[config.mk]
export PLATFORM = sky130hd
export DESIGN_NAME = ap_ctrl_txn_tracker
export DESIGN_NICKNAME = d
export VERILOG_FILES = /design/src/rtl/ap_ctrl_txn_tracker.sv
export SDC_FILE = /design/constraint.sdc
export NUM_CORES = 2
export LEC_CHECK = 0
export ABC_AREA = 1
export CAP_MARGIN = 0
export CORE_ASPECT_RATIO = 1.25
export CORE_MARGIN = 10
export CORE_UTILIZATION = 40
export CTS_CLUSTER_DIAMETER = 120
export CTS_CLUSTER_SIZE = 12
export DETAILED_ROUTE_END_ITERATION = 8
export GPL_TIMING_DRIVEN = 0
export PLACE_DENSITY = 0.65
export SYNTH_ARGS = -nofsm -noshare
export SYNTH_HDL_FRONTEND = slang
export SYNTH_SLANG_ARGS = --single-unit
[constraint.sdc]
create_clock -name ap_clk -period 28.3 [get_ports ap_clk]
set_input_delay 5.66 -clock ap_clk [delete_from_list [all_inputs] [get_ports ap_clk]]
set_output_delay 5.66 -clock ap_clk [all_outputs]
set_load 0.01 [all_outputs]
[src/rtl/ap_ctrl_txn_tracker.sv]
// Snoops one kernel's ap_ctrl_hs handshake, pairs starts with dones in order and
// streams one timestamped latency/interval record per transaction.
module ap_ctrl_txn_tracker #(
  parameter int TS_W       = 32,
  parameter int PEND_DEPTH = 4,
  parameter int FIFO_DEPTH = 8
) (
  input  logic            ap_clk,
  input  logic            ap_rst_n,
  input  logic            mon_start,
  input  logic            mon_ready,
  input  logic            mon_done,
  input  logic            mon_continue,
  input  logic            finish,
  output logic            rec_valid,
  input  logic            rec_ready,
  output logic [15:0]     rec_seq,
  output logic [TS_W-1:0] rec_start_ts,
  output logic [TS_W-1:0] rec_done_ts,
  output logic [TS_W-1:0] rec_latency,
  output logic [TS_W-1:0] rec_interval,
  output logic [15:0]     drop_count,
  output logic [1:0]      err_flags,
  output logic            flush_done
);
  localparam int PW = $clog2(PEND_DEPTH);
  localparam int FW = $clog2(FIFO_DEPTH);
  localparam logic [PW:0] PQ_MAX = (PW+1)'(PEND_DEPTH);
  localparam logic [FW:0] FQ_MAX = (FW+1)'(FIFO_DEPTH);

  typedef enum logic [1:0] {S_IDLE, S_FINISHING, S_FLUSHED} state_t;

  typedef struct packed {
    logic [15:0]     seq;
    logic [TS_W-1:0] start_ts;
    logic [TS_W-1:0] done_ts;
    logic [TS_W-1:0] latency;
    logic [TS_W-1:0] interval;
  } rec_t;

  typedef struct packed {
    logic [15:0]     seq;
    logic [TS_W-1:0] ts;
    logic [TS_W-1:0] interval;
  } pend_t;

  state_t          state, state_next;
  logic [TS_W-1:0] cnt, last_ts, acc_interval;
  logic            first_acc;
  logic [15:0]     seq;

  pend_t           pq_mem [PEND_DEPTH];
  logic [PW-1:0]   pq_rd, pq_wr;
  logic [PW:0]     pq_cnt;
  rec_t            fifo_mem [FIFO_DEPTH];
  logic [FW-1:0]   f_rd, f_wr;
  logic [FW:0]     f_cnt;

  logic  finishing, gate, acc, dn, pq_empty, pq_full, acc_take;
  logic  pair_direct, pq_push, pq_pop, rec_push, f_push, f_pop, drop;
  pend_t oldest;
  rec_t  new_rec, head;

  // Accept is resolved before done, so a done on an empty queue can pair with
  // a start seen in the same cycle (combinational kernel, latency 0).
  always_comb begin
    finishing    = (state != S_IDLE);
    gate         = finish | finishing;
    acc          = mon_start & mon_ready & ~gate;
    dn           = mon_done & mon_continue & ~gate;
    pq_empty     = (pq_cnt == '0);
    pq_full      = (pq_cnt == PQ_MAX);
    acc_interval = first_acc ? '0 : cnt - last_ts;
    acc_take     = acc & (~pq_full | dn);
    pair_direct  = acc & dn & pq_empty;
    pq_push      = acc_take & ~pair_direct;
    pq_pop       = dn & ~pq_empty;
    rec_push     = pq_pop | pair_direct;
    f_pop        = (f_cnt != '0) & rec_ready;
    f_push       = rec_push & ((f_cnt != FQ_MAX) | f_pop);
    drop         = rec_push & ~f_push;
    oldest       = pq_mem[pq_rd];
    new_rec      = '0;
    if (pair_direct) begin
      new_rec.seq      = seq;
      new_rec.start_ts = cnt;
      new_rec.done_ts  = cnt;
      new_rec.latency  = '0;
      new_rec.interval = acc_interval;
    end else begin
      new_rec.seq      = oldest.seq;
      new_rec.start_ts = oldest.ts;
      new_rec.done_ts  = cnt;
      new_rec.latency  = cnt - oldest.ts;
      new_rec.interval = oldest.interval;
    end
  end

  always_ff @(posedge ap_clk) begin
    if (!ap_rst_n) begin
      cnt        <= '0;
      last_ts    <= '0;
      first_acc  <= 1'b1;
      seq        <= '0;
      pq_rd      <= '0;
      pq_wr      <= '0;
      pq_cnt     <= '0;
      f_rd       <= '0;
      f_wr       <= '0;
      f_cnt      <= '0;
      drop_count <= '0;
      err_flags  <= '0;
    end else begin
      cnt <= cnt + TS_W'(1);
      // An overflowing accept still consumes a sequence number.
      if (acc) seq <= seq + 16'd1;
      if (acc_take) begin
        last_ts   <= cnt;
        first_acc <= 1'b0;
      end
      if (pq_push) pq_wr <= pq_wr + PW'(1);
      if (pq_pop)  pq_rd <= pq_rd + PW'(1);
      pq_cnt <= pq_cnt + (PW+1)'(pq_push) - (PW+1)'(pq_pop);
      if (f_push) f_wr <= f_wr + FW'(1);
      if (f_pop)  f_rd <= f_rd + FW'(1);
      f_cnt <= f_cnt + (FW+1)'(f_push) - (FW+1)'(f_pop);
      if (dn & pq_empty & ~acc) err_flags[0] <= 1'b1;
      if (acc & pq_full & ~dn)  err_flags[1] <= 1'b1;
      if (drop && drop_count != 16'hFFFF) drop_count <= drop_count + 16'd1;
    end
  end

  always_ff @(posedge ap_clk) begin
    if (pq_push) pq_mem[pq_wr] <= {seq, cnt, acc_interval};
    if (f_push)  fifo_mem[f_wr] <= new_rec;
  end

  always_ff @(posedge ap_clk) begin
    if (!ap_rst_n) state <= S_IDLE;
    else           state <= state_next;
  end

  always_comb begin
    state_next = state;
    case (state)
      S_IDLE:      if (finish) state_next = S_FINISHING;
      S_FINISHING: if (f_cnt == '0) state_next = S_FLUSHED;
      S_FLUSHED:   state_next = S_FLUSHED;
      default:     state_next = S_IDLE;
    endcase
  end

  // Record fields read as zero whenever nothing is presented.
  always_comb begin
    head         = fifo_mem[f_rd];
    rec_valid    = (f_cnt != '0);
    rec_seq      = rec_valid ? head.seq      : '0;
    rec_start_ts = rec_valid ? head.start_ts : '0;
    rec_done_ts  = rec_valid ? head.done_ts  : '0;
    rec_latency  = rec_valid ? head.latency  : '0;
    rec_interval = rec_valid ? head.interval : '0;
    flush_done   = (state == S_FLUSHED) | ((state == S_FINISHING) & (f_cnt == '0));
  end
endmodule

* Yosys cells after proc, flatten, opt, wreduce, memory -nomap -nowiden *
Memory sizes are Yosys's and may differ from the RTL's. A register that Yosys moved wholly into a read port is not among the register bits.
Index checks and enable logic that the tools add are counted.

word-level totals
  register bits after elaboration = 118
  RAM bits = 1472
  input bits = 8
  output and inout bits = 164
  logic and storage cells = 90
  memories kept = 2

memory list
  memory    words  bits a word  rd ports  clocked after Yosys merged registers in  wr ports  line  RTL
  fifo_mem  8      144          1         1                                        1         55    rec_t fifo_mem [FIFO_DEPTH];
  pq_mem    4      80           1         1                                        1         52    pend_t pq_mem [PEND_DEPTH];

cells by class
  $add $sub $neg = 13
  equal/unequal tests = 7
  multiplexer cells = 18
  bitwise gates (word level) = 29
  reduce and logical (&&, ||, !) cells = 7

operators with widths
  kind                   count
  $mux 32                5
  $mux 144               1
  $sub 32x32->32         2
  $add 16x1->16 const B  2
  $add 32x1->32 const B  1
  $and 1x1->1            17
  $mux 16                1
  $ne 16x16->1 const B   1
  $mux 2                 4
  $not 1->1              7
  $add 3x1->3 const B    2
  $mux 3                 2
  $pmux 2 s3             1
  $or 1x1->1             5
  $add 2x1->2 const B    2
  $add 4x1->4            1
  $logic_not 4->1        1
  $mux 1                 4
  $ne 4x4->1 const B     1
  $reduce_bool 4->1      1
  $sub 4x1->4            1
  $add 3x1->3            1
  $eq 3x3->1 const B     1
  $logic_not 3->1        1
  9 further kinds        9

* Longest topological paths before layout *
  word-level depth = 11
  gate-level depth with buffers = 19
  mapped depth without buffers = 16

* Worst setup path before layout *
OpenSTA, ideal clock, no wires.

  path type = in2reg
  start = input port finish
  end = memory fifo_mem[0][0] (netlist bit), enable pin
  library setup time = 0.649 ns
  data arrival time = 12.552 ns
  required time = 27.651 ns
  path slack = 15.098 ns
  stages on the path = 10
  path buffers = 0
  cell sequence = inv_2 nand2_2 nor2_4 inv_1 or2_1 nand2_1 nand2_1 inv_1 nand2_1 nor2_1

on the way
  longest elaborated chain between the ends = 9
  elaborated cells between the ends (all ways) = 11
  classes of those cells = mux: 2; bitwise: 9

RTL lines
  element                                line    RTL
  start: declaration                     14      input logic finish,
  $or 1x1->1 *                           68      gate = finish | finishing;
  $not 1->1 *                            69, 70
  $and 1x1->1, on equally long branches  69, 70
  $and 1x1->1 (2 in series)              75      pair_direct = acc & dn & pq_empty;
  $or 1x1->1 *                           78      rec_push = pq_pop | pair_direct;
  $and 1x1->1 *                          80      f_push = rec_push & ((f_cnt != FQ_MAX) | f_pop);
  $mux 1 *                               135     if (f_push) fifo_mem[f_wr] <= new_rec;
  $mux 1 (implied by the code) *         135
  end: declaration                       55

Mark *: on every way between the ends. The rest lies on a longest branch, timed or not.

==> results.sh <==
export IMPL_path_clk_slew_ps=60
export IMPL_worst_hold_path_type="reg2reg"
export IMPL_path_cells="buf_2 -> clkinv_1 -> buf_2 -> buf_1 -> nor2_1 -> o21ai_0 -> a31oi_1 -> clkdlybuf4s50_1"
export IMPL_path_max_fanout=10
export IMPL_cp_slowest_cell="clkinv_1"
export IMPL_antenna_found_initial=5
export IMPL_synth_edf_count=1472
export IMPL_viasPerCell=5.55
export IMPL_track_usage_pct=21.3
export IMPL_path_depth=8
export IMPL_hold_buffers=0
export IMPL_die_h_um=479
export IMPL_slew_violations=0
export IMPL_slew_headroom_pct=0.490
export IMPL_grt_pass1_wl_mm=300
export IMPL_dr_pass1_iters=8
export IMPL_cts_root_buf="clkbuf_16"
export IMPL_synth_top_cell_area_share_pct=65.6
export IMPL_numCtsBuffers=150
export IMPL_syn_avg_cell_area_um2=11.3
export IMPL_start_util_pct=40.2
export IMPL_first_global_vias=46788
export IMPL_syn_nets=6077
export IMPL_clockBufferDepth=3
export IMPL_core_area_um2=168000
export IMPL_worstPathRequired_ps=22640
export IMPL_overflow=0
export IMPL_rsz0062_at_grt="false"
export IMPL_worstMarginPinSlew_ps=1480
export IMPL_cts_tree="done"
export IMPL_post_cts_buffers=0
export IMPL_clk_latency_ps=810
export IMPL_crit_arrival_ps=5160
export IMPL_dieArea_um2=185000
export IMPL_powerDensity_nw_per_um2=80.1
export IMPL_fp_row_count=168
export IMPL_ant_nets=0
export IMPL_dp_hpwl_mm=141
export IMPL_min_from="err_flags[0]$_SDFFE_PN0P_"
export IMPL_timing_fmax_ghz=0.0925
export IMPL_fin_setup_tns_ps=0
export IMPL_violations="capacitance limit"
export IMPL_p_leak_nw=27.0
export IMPL_cp_common_cell="buf_2"
export IMPL_finalCritPeriodShare_pct=38.2
export IMPL_nFillCells=14852
export IMPL_final_layout_size_suffix_gt1_share_pct=6.09
export IMPL_syn_inst=5975
export IMPL_clock_sinks=1595
export IMPL_yosys_most_used_dff="edfxtp_1"
export IMPL_cpLargestDelayFamily="buffers and inverters"
export IMPL_setup_viol=0
export IMPL_finalCriticalPeriod_ps=10820
export IMPL_cap_viol_max_count=1
export IMPL_synth_top_area_cell="edfxtp_1"
export IMPL_die_x_um=387
export IMPL_path_class="reg2out"
export IMPL_status="finished with violations"
export IMPL_layout_nets=6458
export IMPL_cpPeakStageDelay_ps=870
export IMPL_io_pins=172
export IMPL_yosys_warnings=0
export IMPL_finClkSkew_ps=28.3
export IMPL_cp_buffers_inverters=5
export IMPL_yosysUniqueCellTypes=46
export IMPL_start_kind="flip-flop"
export IMPL_place_inst=8414
export IMPL_wl_per_cell_um=23.6
export IMPL_synth_seq_cells=1595
export IMPL_ys_seq_area_share_pct=69.3
export IMPL_wl_mm=203
export IMPL_synth_area_um2=67300
export IMPL_drt_iter0_drc=4891
export IMPL_grt_start_max_net_pins=28
export IMPL_vdd_drop_max_v=0.0000721
export IMPL_r2r_cells=15
export IMPL_area_delta_synth_final_pct=14.8
export IMPL_htreeDepth=4
export IMPL_vias=47810
export IMPL_drc=0
export IMPL_hold_depth=2
export IMPL_synthArstFlopShare_pct=0
export IMPL_cts_resized=0
export IMPL_crit_path_end_kind="primary output"
export IMPL_synthTopCellsByArea="edfxtp_1 (66%), o21ai_0 (6.9%), nor2_1 (6.6%)"
export IMPL_io_buffer_count=170
export IMPL_hold_viol_final=0
export IMPL_routabilityCongestion=0.914
export IMPL_stdcell_count=8616
cells in the mapped netlist, types with 2 or more instances:
cell,instances
edfxtp_1,1472
nor2_1,1190
o21ai_0,926
nand2_1,661
inv_1,292
clkbuf_1,215
o22ai_1,189
a21oi_1,184
a31oi_1,150
dfxtp_1,123
nand3_1,92
ha_1,90
buf_2,86
o21ai_1,50
nor3_1,39
a32o_1,29
nand4_1,28
buf_1,16
xor2_1,16
buf_4,15
xnor2_1,14
nand2_2,12
a21oi_2,10
nand3b_1,9
a21o_1,6
o21a_1,6
o21bai_1,5
or2_2,5
and2_1,4
fa_1,4
nor2_2,4
nor3b_1,4
and3_1,3
buf_6,3
clkinv_1,3
nand3_2,3
nor3_2,3
nor4_1,3
inv_2,2
nor2_4,2
or3_1,2
metal layers:
layer	GRT usage, %	vias up	wire length (µm)
met5	0	-	19
met4	9.26	4	8880
met3	3.51	385	15100
met2	36.8	2034	101000
met1	26.2	23390	78700
li1	-	21997	-
sequential cells by signal (all words and copies together), names as in the netlist, 3 cells and up, named ones only:
| signal | flops |
|---|---|
| pq_mem | 320 |
| pq_cnt | 3 |
| seq | 16 |
| f_wr | 3 |
| fifo_mem | 1152 |
| last_ts | 32 |
| f_cnt | 4 |
| f_rd | 3 |
| cnt | 32 |
| drop_count | 16 |
cell families (layout without fill, tap and decap cells):
| family | after synthesis | after routing | share of synthesized area, % |
|---|---|---|---|
| and+or+nand+nor | 2065 | 2065 | 12.1 |
| DFF | 1595 | 1595 | 69.3 |
| AOI/OAI and AO/OA | 1557 | 1557 | 12.6 |
| buffers and inverters | 634 | 1060 | 3.82 |
| adders and majority gates | 94 | 94 | 1.79 |
| xor gates and xnor gates | 30 | 30 | 0.390 |
| other | 0 | 5 | 0 |
tightest hold or removal path: cells and delay by family, from the launching register on:
| kind | cells | cell delay, ps |
|---|---|---|
| DFF | 1 | 310 |
| buffers and inverters | 1 | 50 |
| AOI/OAI and AO/OA | 1 | 50 |
cell usage in the layout, fill, tap and decap left out, types with 15 or more instances in the layout:
master	netlist	final
a32o_1	29	29
clkdlybuf4s50_1	0	170
o21ai_1	50	52
buf_2	86	86
o21ai_0	926	924
o22ai_1	189	189
xor2_1	16	16
buf_1	16	16
a31oi_1	150	150
nand3_1	92	92
nand2_1	661	661
clkbuf_16	0	152
nor2_1	1190	1178
clkbuf_1	215	241
nand4_1	28	28
dfxtp_1	123	123
inv_1	292	292
buf_4	15	15
ha_1	90	90
edfxtp_1	1472	1472
nor3_1	39	39
a21oi_1	184	184
buf_12	0	53
through the flow:
stage | worst slack, ps | utilization (%) | cell area, µm² | hold WS [ps] | power, mW
after global placement | 7810 | 42.9 | 71800 | 438 | 4.41
after CTS | 17570 | 46.1 | 77300 | 458 | 6.22
after detailed placement | 18450 | 43.6 | 73100 | 445 | 4.42
after floorplan | 15100 | - | 67300 | 433 | 3.57
after global routing | 17450 | 46.1 | 77300 | 474 | 6.45
final | 17480 | 46.1 | 77300 | 456 | 6.19
power breakdown:
part | total, mW | internal (mW) | switching (mW)
clock | 1.82 | 0.973 | 0.849
sequential | 2.62 | 2.61 | 0.0121
combinational | 1.74 | 0.593 | 1.15
worst paths after layout:
path	to	slack [ps]
hold / removal	err_flags[0]$_SDFFE_PN0P_	460
setup reg to reg	fifo_mem[4][55]$_DFFE_PP_	23790
setup / recovery	rec_seq[1]	17480
hold reg to reg	err_flags[0]$_SDFFE_PN0P_	460
cell type report:
| class | count | area [µm²] | share of cell area, % |
|---|---|---|---|
| antenna | 5 | 12.5 | 0.0162 |
| buffer | 335 | 1450 | 1.88 |
| clock buffer | 184 | 3920 | 5.08 |
| clock inverter | 13 | 216 | 0.280 |
| inverter | 299 | 1130 | 1.46 |
| multi-input combinational | 3746 | 18200 | 23.5 |
| sequential | 1595 | 46700 | 60.4 |
| tap | 2210 | 2770 | 3.58 |
| timing repair buffer | 229 | 2930 | 3.79 |
(Power assumes the default switching activity.)
